===== src/rtl/edge_event_unit.sv =====
// edge_event_unit: per-channel sync, debounce and edge pulse generation,
// with latched events offered by lowest-index priority over valid/ack.
module edge_event_unit #(
  parameter int N_CH        = 8,
  parameter int SYNC_STAGES = 2,
  parameter int DB_CYCLES   = 4,
  localparam int CH_W = (N_CH > 1) ? $clog2(N_CH) : 1
) (
  input  logic            clk_in,
  input  logic            rst_n,
  input  logic            clear,
  input  logic [N_CH-1:0] din,
  input  logic [1:0]      edge_mode,
  input  logic            evt_ack,
  output logic [N_CH-1:0] stable,
  output logic [N_CH-1:0] pulse,
  output logic            any_pulse,
  output logic            evt_valid,
  output logic [CH_W-1:0] evt_ch,
  output logic            evt_overflow
);

  localparam int CNT_W = $clog2(DB_CYCLES + 1);
  localparam logic [CNT_W-1:0] CNT_TOP = CNT_W'(DB_CYCLES - 1);

  logic [N_CH-1:0]  r_sync [SYNC_STAGES];
  logic [CNT_W-1:0] r_cnt  [N_CH];
  logic [N_CH-1:0]  r_stable;
  logic [N_CH-1:0]  r_pulse;
  logic [N_CH-1:0]  r_pending;
  logic             r_ovf;

  logic [N_CH-1:0] w_sync;
  logic [N_CH-1:0] w_hit;
  logic [N_CH-1:0] w_change;
  logic [N_CH-1:0] w_pulse_nx;
  logic [N_CH-1:0] w_ack_mask;
  logic [N_CH-1:0] w_lost;
  logic [CH_W-1:0] w_ch;

  assign w_sync = r_sync[SYNC_STAGES-1];

  always_comb begin
    w_hit = '0;
    for (int i = 0; i < N_CH; i++)
      w_hit[i] = (r_cnt[i] == CNT_TOP);
  end

  assign w_change = (w_sync ^ r_stable) & w_hit;

  // Masking with r_pulse keeps pulses one cycle apart when DB_CYCLES is 1.
  always_comb begin
    w_pulse_nx = '0;
    unique case (edge_mode)
      2'd0: w_pulse_nx = w_change & w_sync;
      2'd1: w_pulse_nx = w_change & ~w_sync;
      2'd2: w_pulse_nx = w_change;
      default: w_pulse_nx = '0;
    endcase
    w_pulse_nx = w_pulse_nx & ~r_pulse;
  end

  always_comb begin
    w_ch = '0;
    for (int i = N_CH - 1; i >= 0; i--)
      if (r_pending[i]) w_ch = CH_W'(i);
  end

  always_comb begin
    w_ack_mask = '0;
    if (evt_ack && (|r_pending))
      w_ack_mask[w_ch] = 1'b1;
  end

  assign w_lost = w_pulse_nx & r_pending & ~w_ack_mask;

  always_ff @(posedge clk_in or negedge rst_n) begin
    if (!rst_n) begin
      for (int s = 0; s < SYNC_STAGES; s++)
        r_sync[s] <= '0;
    end else begin
      r_sync[0] <= din;
      for (int s = 1; s < SYNC_STAGES; s++)
        r_sync[s] <= r_sync[s-1];
    end
  end

  always_ff @(posedge clk_in or negedge rst_n) begin
    if (!rst_n) begin
      for (int i = 0; i < N_CH; i++)
        r_cnt[i] <= '0;
      r_stable  <= '0;
      r_pulse   <= '0;
      r_pending <= '0;
      r_ovf     <= 1'b0;
    end else if (clear) begin
      for (int i = 0; i < N_CH; i++)
        r_cnt[i] <= '0;
      r_stable  <= w_sync;
      r_pulse   <= '0;
      r_pending <= '0;
      r_ovf     <= 1'b0;
    end else begin
      for (int i = 0; i < N_CH; i++) begin
        if (w_sync[i] == r_stable[i]) begin
          r_cnt[i] <= '0;
        end else if (w_hit[i]) begin
          r_stable[i] <= w_sync[i];
          r_cnt[i]    <= '0;
        end else begin
          r_cnt[i] <= r_cnt[i] + 1'b1;
        end
      end
      r_pulse   <= w_pulse_nx;
      r_pending <= (r_pending & ~w_ack_mask) | w_pulse_nx;
      if (|w_lost) r_ovf <= 1'b1;
    end
  end

  assign stable       = r_stable;
  assign pulse        = r_pulse;
  assign any_pulse    = |r_pulse;
  assign evt_valid    = |r_pending;
  assign evt_ch       = w_ch;
  assign evt_overflow = r_ovf;

endmodule


===== config.mk =====
export PLATFORM = sky130hd
export DESIGN_NAME = edge_event_unit
export DESIGN_NICKNAME = d
export VERILOG_FILES = /design/src/rtl/edge_event_unit.sv
export SDC_FILE = /design/constraint.sdc
export NUM_CORES = 1
export LEC_CHECK = 0
export BUFFER_PORTS_ARGS = -buffer_cell sky130_fd_sc_hd__buf_2
export CORE_AREA = 4 4 154 82
export CTS_BUF_LIST = sky130_fd_sc_hd__clkbuf_8
export CTS_CLUSTER_DIAMETER = 120
export DETAILED_ROUTE_END_ITERATION = 7
export DIE_AREA = 0 0 158 86
export GPL_ROUTABILITY_DRIVEN = 0
export PLACE_DENSITY_LB_ADDON = 0.15
export SLEW_MARGIN = 0
export SYNTH_ARGS = -nofsm -noshare
export SYNTH_HDL_FRONTEND = slang
export SYNTH_SLANG_ARGS = --single-unit

===== constraint.sdc =====
create_clock -name clk_in -period 3.14 [get_ports clk_in]
set_input_delay 0.314 -clock clk_in [delete_from_list [all_inputs] [get_ports clk_in]]
set_output_delay 0.314 -clock clk_in [all_outputs]
set_load 0.005 [all_outputs]

==> results.py, run 1 <==
metrics = {
    "critical_path": {
        "cp_max_fo": 5,
        "rrSetupSlack_ns": 1.36,
        "critPathLaunchType": "flip-flop",
        "slowest_delay_ns": 0.47,
        "endpoint_kind": "output port",
        "r2r_cells": 6,
        "cp_common_cell": "nor2_1",
        "cp_cell_sequence": "nor2_1, a221oi_1, nor2_1, nor2_1, buf_2",
        "critical_path_class": "reg -> out",
        "slowest_stage": "dfrtp_1",
        "r2r_end": "evt_overflow",
        "r2r-start": "r_pending[5]",
        "cp.arrival_ns": 1.85,
        "required_ns": 2.83,
    },
    "floorplan": {
        "rows": 28,
        "coreArea_mm2": 0.0114,
        "dieArea_mm2": 0.0136,
        "ioPinCount": 36,
        "initial_core_util": 0.242,
        "die_h_um": 86,
        "die_w_um": 158,
    },
    "route": {
        "wl_met3_um": 451,
        "drt_first_pass_iters": 4,
        "drt_iter0_drc": 104,
        "wl_per_cell_um": 14.6,
        "avgViaCountPerCell": 4.26,
        "drc": 0,
        "via_count": 1850,
        "dr_wl_met2_mm": 2.31,
        "ant_nets": 0,
        "met1_length_mm": 3.49,
        "wl_mm": 6.33,
        "top_layer_used": "met4",
    },
    "cells_and_area": {
        "drive_above_1_share": 0.236,
        "layout_common_cells": "65 x dfrtp_1, 35 x buf_2, 30 x nor2_1",
        "num_antenna_cells": 0,
        "area_delta_synth_final_pct": 20.8,
        "n_fill_cell": 1164,
        "final_common_cell": "dfrtp_1",
        "finalNetCount": 302,
    },
    "cts": {
        "cts_inserted_buffers": 9,
        "cts-resized-gates": 0,
        "postCtsSetupRepairBufs": 0,
        "cts_root_buffer": "clkbuf_8",
        "clk_latency_ns": 0.36,
        "hold_buffers": 0,
        "cts_max_level": 3,
        "clock_path_buffers": 2,
        "cts_tree": "yes",
        "cts_sinks": 65,
        "clkTransAtPathRegs_ns": 0.07,
    },
    "timing": {
        "finalSetupViolCount": 0,
        "fin_crit_sh": 0.689,
        "tightest_slew_ns": 0.774,
        "maxSlewViolCount": 0,
        "finClkSkew_ns": 0.00841,
        "rsz0062_at_grt": "no",
        "maxSlewHeadroom": 0.484,
        "setup_tns_ns": 0,
        "fin_crit_ns": 2.16,
        "hold_viol_final": 0,
        "max_freq_ghz": 0.462,
    },
    "placed_design": {
        "portBuffers": 35,
        "hpwl_mm": 4.62,
    },
    "flow_run": {
        "max_cap_violations": 0,
    },
    "yosys": {
        "synth-seq-cells": 65,
        "ys_types": 39,
        "syn-num-nets": 259,
        "avgSynthCellArea_um2": 11.6,
        "syn-cell-area_mm2": 0.00276,
        "synthCells": 237,
        "synth_warnings": 0,
        "seq_area_frac_synth": 0.590,
    },
    "global_route": {
        "grt_pass1_wl_mm": 10.2,
        "first_global_vias": 1807,
        "grt-ovfl-total": 0,
        "grt_max_degree": 34,
        "grt_usage": 0.102,
        "antenna_found_initial": 0,
    },
    "power": {
        "p_leak_nw": 1.61,
        "finalPower_w": 0.00185,
        "peakVddDrop_v": 0.000208,
        "powerDensity_mw_per_mm2": 556,
    },
    "status": {
        "outcome": "finished, final reports clean",
    },
    "min_path": {
        "hold_path_class": "in -> async",
    },
}
state kept, by name, summed over array words and instances (netlist names):
name          flops
r_pending         8
pulse             8
r_sync            8
stable            8
r_cnt            24
w_sync            8
evt_overflow      1
power breakdown:
part / internal, W / total (W) / switching [W]
Combinational: 0.0000617 / 0.000139 / 0.0000778
Clock: 0.000505 / 0.000817 / 0.000313
Sequential: 0.000873 / 0.000894 / 0.0000218
worst max-delay path, delay by kind of cell, from the launching register on:
kind                   cells  cell delay [ns]
and+or+nand+nor            3             0.50
AOI/OAI and AO/OA          1             0.34
buffers and inverters      1             0.19
DFF                        1             0.47
kinds of logic (layout without fill, tap and decap cells):
logic type	Yosys count	after routing	synth area share
compound gates	39	39	0.0976
buf+inv	10	57	0.0218
simple gates	106	106	0.212
fa+ha+maj	8	8	0.0363
xor+xnor	1	1	0.00999
mux	8	8	0.0327
flops	65	65	0.590
metal layers:
layer | GRT usage | up-vias
met2 | 0.123 | 37
met3 | 0.0519 | 12
met5 | 0 | -
li1 | - | 919
met1 | 0.154 | 882
met4 | 0.0325 | 0
layout make-up:
type	count	area, µm²	area share
clock buffers	12	165	0.0496
clock inverters	3	63.8	0.0192
inverters	6	22.5	0.00676
multi-input cells	162	1070	0.321
flip-flops and latches	65	1630	0.488
well taps	150	188	0.0563
repair buffers	36	195	0.0586
cells in the mapped netlist, drive strengths merged:
cell type	instances	area [µm²]
a221oi	2	23.8
clkbuf	1	3.75
o22a	3	37.5
or3b	1	8.76
dfrtp	65	1630
ha	8	100
nand3b	3	22.5
inv	6	22.5
nor2b	2	12.5
o31a	2	17.5
nor3b	3	22.5
xnor2	1	27.5
nor4	4	25.0
nand3	3	20.0
nand2b	26	163
a21oi	13	65.1
a31oi	2	12.5
nor3	6	35.0
mux2	8	90.1
and3b	6	56.3
and3	5	31.3
o21ai	3	15.0
nand2	14	52.6
o22ai	8	50.1
or2b	1	7.51
o31ai	1	7.51
or3	1	6.26
and2b	1	7.51
nor2	30	113
o211a	1	10.0
a21o	4	30.0
buf	3	33.8
through the flow:
step / std cells / area, µm² / hold slack (ns) / util / setup slack [ns]
final: 434 / 3330 / 0.0304 / 0.293 / 0.975
after global routing: 434 / 3330 / 0.0393 / 0.293 / 0.846
after CTS: 434 / 3330 / 0.0416 / 0.293 / 0.958
after detailed placement: 419 / 3100 / 0.335 / 0.272 / 1.26
after global placement: 419 / 3100 / 0.332 / 0.272 / 1.36
after floorplan: 237 / 2760 / 0.0184 / - / 1.59
worst max path at each step:
stage / end / cells past startpoint / startpoint
global route: evt_ch[0] / 5 / r_pending[6]
CTS: evt_ch[0] / 5 / r_pending[6]
detailed placement: evt_overflow / 7 / edge_mode[0]
finish: evt_ch[0] / 5 / r_pending[5]
global placement: evt_overflow / 7 / edge_mode[0]
floorplan: evt_overflow / 6 / r_pending[6]
Power figures use the tool's default switching activity.
==> run 2: changes to the inputs <==
==> constraint.sdc (replaced) <==
create_clock -name clk_in -period 2 [get_ports clk_in]
set_input_delay 0.2 -clock clk_in [delete_from_list [all_inputs] [get_ports clk_in]]
set_output_delay 0.2 -clock clk_in [all_outputs]
set_load 0.005 [all_outputs]
==> results.py, run 2 (synthesis gave the netlist of run 1 again) <==
metrics = {
    "status": {
        "outcome": "finished, final reports clean",
    },
    "power": {
        "sequentialPowerShare": 0.486,
        "pwr-share-comb": 0.083,
        "intPower_w": 0.00224,
        "p_sw_frac": 0.224,
        "powerDensity_mw_per_mm2": 837,
        "clockPowerShare": 0.430,
        "p_sw_w": 0.000648,
        "peakVddDrop_v": 0.000292,
        "p_leak_nw": 1.67,
    },
    "cts": {
        "cts_root_buffer": "clkbuf_8",
        "cts_max_level": 3,
        "clock_path_buffers": 2,
        "cts_sinks": 65,
        "cts_tree": "yes",
        "clkTransAtPathRegs_ns": 0.07,
        "clk_latency_ns": 0.34,
        "cts_inserted_buffers": 9,
    },
    "placed_design": {
        "postPlaceCellArea_mm2": 0.00312,
        "hpwl_mm": 4.94,
        "portBuffers": 35,
    },
    "cells_and_area": {
        "finalNetCount": 315,
        "n_fill_cell": 1169,
        "stdcell_area_mm2": 0.00345,
        "regMostFlops": "r_cnt",
        "multi_input_area_mm2": 0.00107,
        "drive_above_1_share": 0.238,
        "area_delta_synth_final_pct": 25.1,
        "num_antenna_cells": 0,
        "final_common_cell": "dfrtp_1",
        "seq_area_mm2": 0.00163,
        "layout_common_cells": "65 x dfrtp_1, 35 x buf_2, 29 x nor2_1",
        "largest_reg_flops": 24,
    },
    "global_route": {
        "grt_max_degree": 34,
        "antenna_found_initial": 0,
        "grt_pass1_wl_mm": 11.1,
        "grt_usage": 0.110,
        "first_global_vias": 2008,
        "grt-ovfl-total": 0,
    },
    "floorplan": {
        "dieArea_mm2": 0.0136,
        "die_h_um": 86,
        "ioPinCount": 36,
        "rows": 28,
        "initial_core_util": 0.242,
        "die_w_um": 158,
        "coreArea_mm2": 0.0114,
    },
    "route": {
        "wl_per_cell_um": 14.8,
        "via_count": 1903,
        "drt_iter0_drc": 67,
        "drt_first_pass_iters": 4,
        "wl_mm": 6.64,
        "drc": 0,
        "avgViaCountPerCell": 4.25,
        "ant_nets": 0,
    },
    "timing": {
        "max_freq_ghz": 0.529,
        "fin_crit_sh": 0.945,
        "finalSetupViolCount": 0,
        "fin_crit_ns": 1.89,
        "maxSlewHeadroom": 0.627,
        "whs_ns": 0.245,
        "finClkSkew_ns": 0.00822,
        "maxSlewViolCount": 0,
        "rsz0062_at_grt": "no",
        "tightest_slew_ns": 0.560,
        "hold_viol_final": 0,
        "setup_tns_ns": 0,
    },
    "min_path": {
        "hold_path_class": "in -> reg",
    },
    "critical_path": {
        "endpoint_kind": "output port",
        "cp_max_fo": 5,
        "critPathLaunchType": "flip-flop",
        "required_ns": 1.80,
        "critical_path_class": "reg -> out",
        "cp.arrival_ns": 1.69,
    },
    "flow_run": {
        "max_cap_violations": 0,
    },
}
-- run 2: cell count changes in the layout (fill, tap and decap cells not counted), sizes merged --
cell	change
dlygate4sd3	+9
buf	+4
inv	+2
clkbuf	-1
-- run 2: through the flow --
| stage | total power (W) | instances | util | worst slack (ns) |
|---|---|---|---|---|
| after floorplan | 0.00155 | 237 | - | 0.446 |
| after global placement | 0.00166 | 422 | 0.274 | 0.205 |
| after detailed placement | 0.00166 | 422 | 0.274 | 0.239 |
| after CTS | 0.00294 | 447 | 0.302 | 0.0112 |
| after global routing | 0.00304 | 448 | 0.303 | 0.0330 |
| final | 0.00289 | 448 | 0.303 | 0.110 |
-- run 2: path summary, 6_finish.rpt --
path	startpoint	endpoint	slack (ns)	depth (start not counted)
max	r_pending[6]	evt_ch[0]	0.11	5
min	evt_ack	r_pending[0]	0.24	4
max reg2reg	r_pending[6]	evt_overflow	0.23	6
min reg2reg	r_sync[13]	w_sync[5]	0.35	0
max in group asynchronous	rst_n	r_cnt[8]	1.02	3
min in group asynchronous	rst_n	r_cnt[11]	0.38	2
-- run 2: power groups by stage --
| stage | logic, W | clock network (W) | registers [W] |
|---|---|---|---|
| after floorplan | 0.000132 | 0 | 0.00142 |
| after global placement | 0.000234 | 0 | 0.00143 |
| final | 0.000240 | 0.00124 | 0.00140 |
| after detailed placement | 0.000230 | 0 | 0.00143 |
| after CTS | 0.000246 | 0.00129 | 0.00140 |
| after global routing | 0.000277 | 0.00135 | 0.00141 |
-- run 2: area by class of cell --
type | count | area share
Sequential cell | 65 | 0.472
Multi-Input combinational cell | 162 | 0.311
Timing Repair Buffer | 49 | 0.0915
Tap cell | 150 | 0.0544
Clock buffer | 11 | 0.0439
Clock inverter | 5 | 0.0207
Inverter | 6 | 0.00653
-- run 2: per-layer routing --
| layer | wire length (µm) | global-route usage |
|---|---|---|
| met3 | 370 | 0.0433 |
| met4 | 91 | 0.0372 |
| met1 | 3670 | 0.171 |
| met2 | 2500 | 0.131 |
| met5 | 0 | 0 |
-- run 2: what timing repair did --
action | CTS | global route
pin swaps | 0 | 1
buffers inserted | 0 | 1
hold endpoints to repair | 29 | 0
hold buffers | 9 | 0
gates resized for setup | 1 | 0
setup endpoints to repair | 1 | 1
-- run 2: critical path: stages, from the launching register on --
cell and delay, ns:
dfrtp_1 0.41, nand2b_1 0.15, a221oi_1 0.33, nor2_1 0.13, nor2_2 0.17, buf_2 0.15
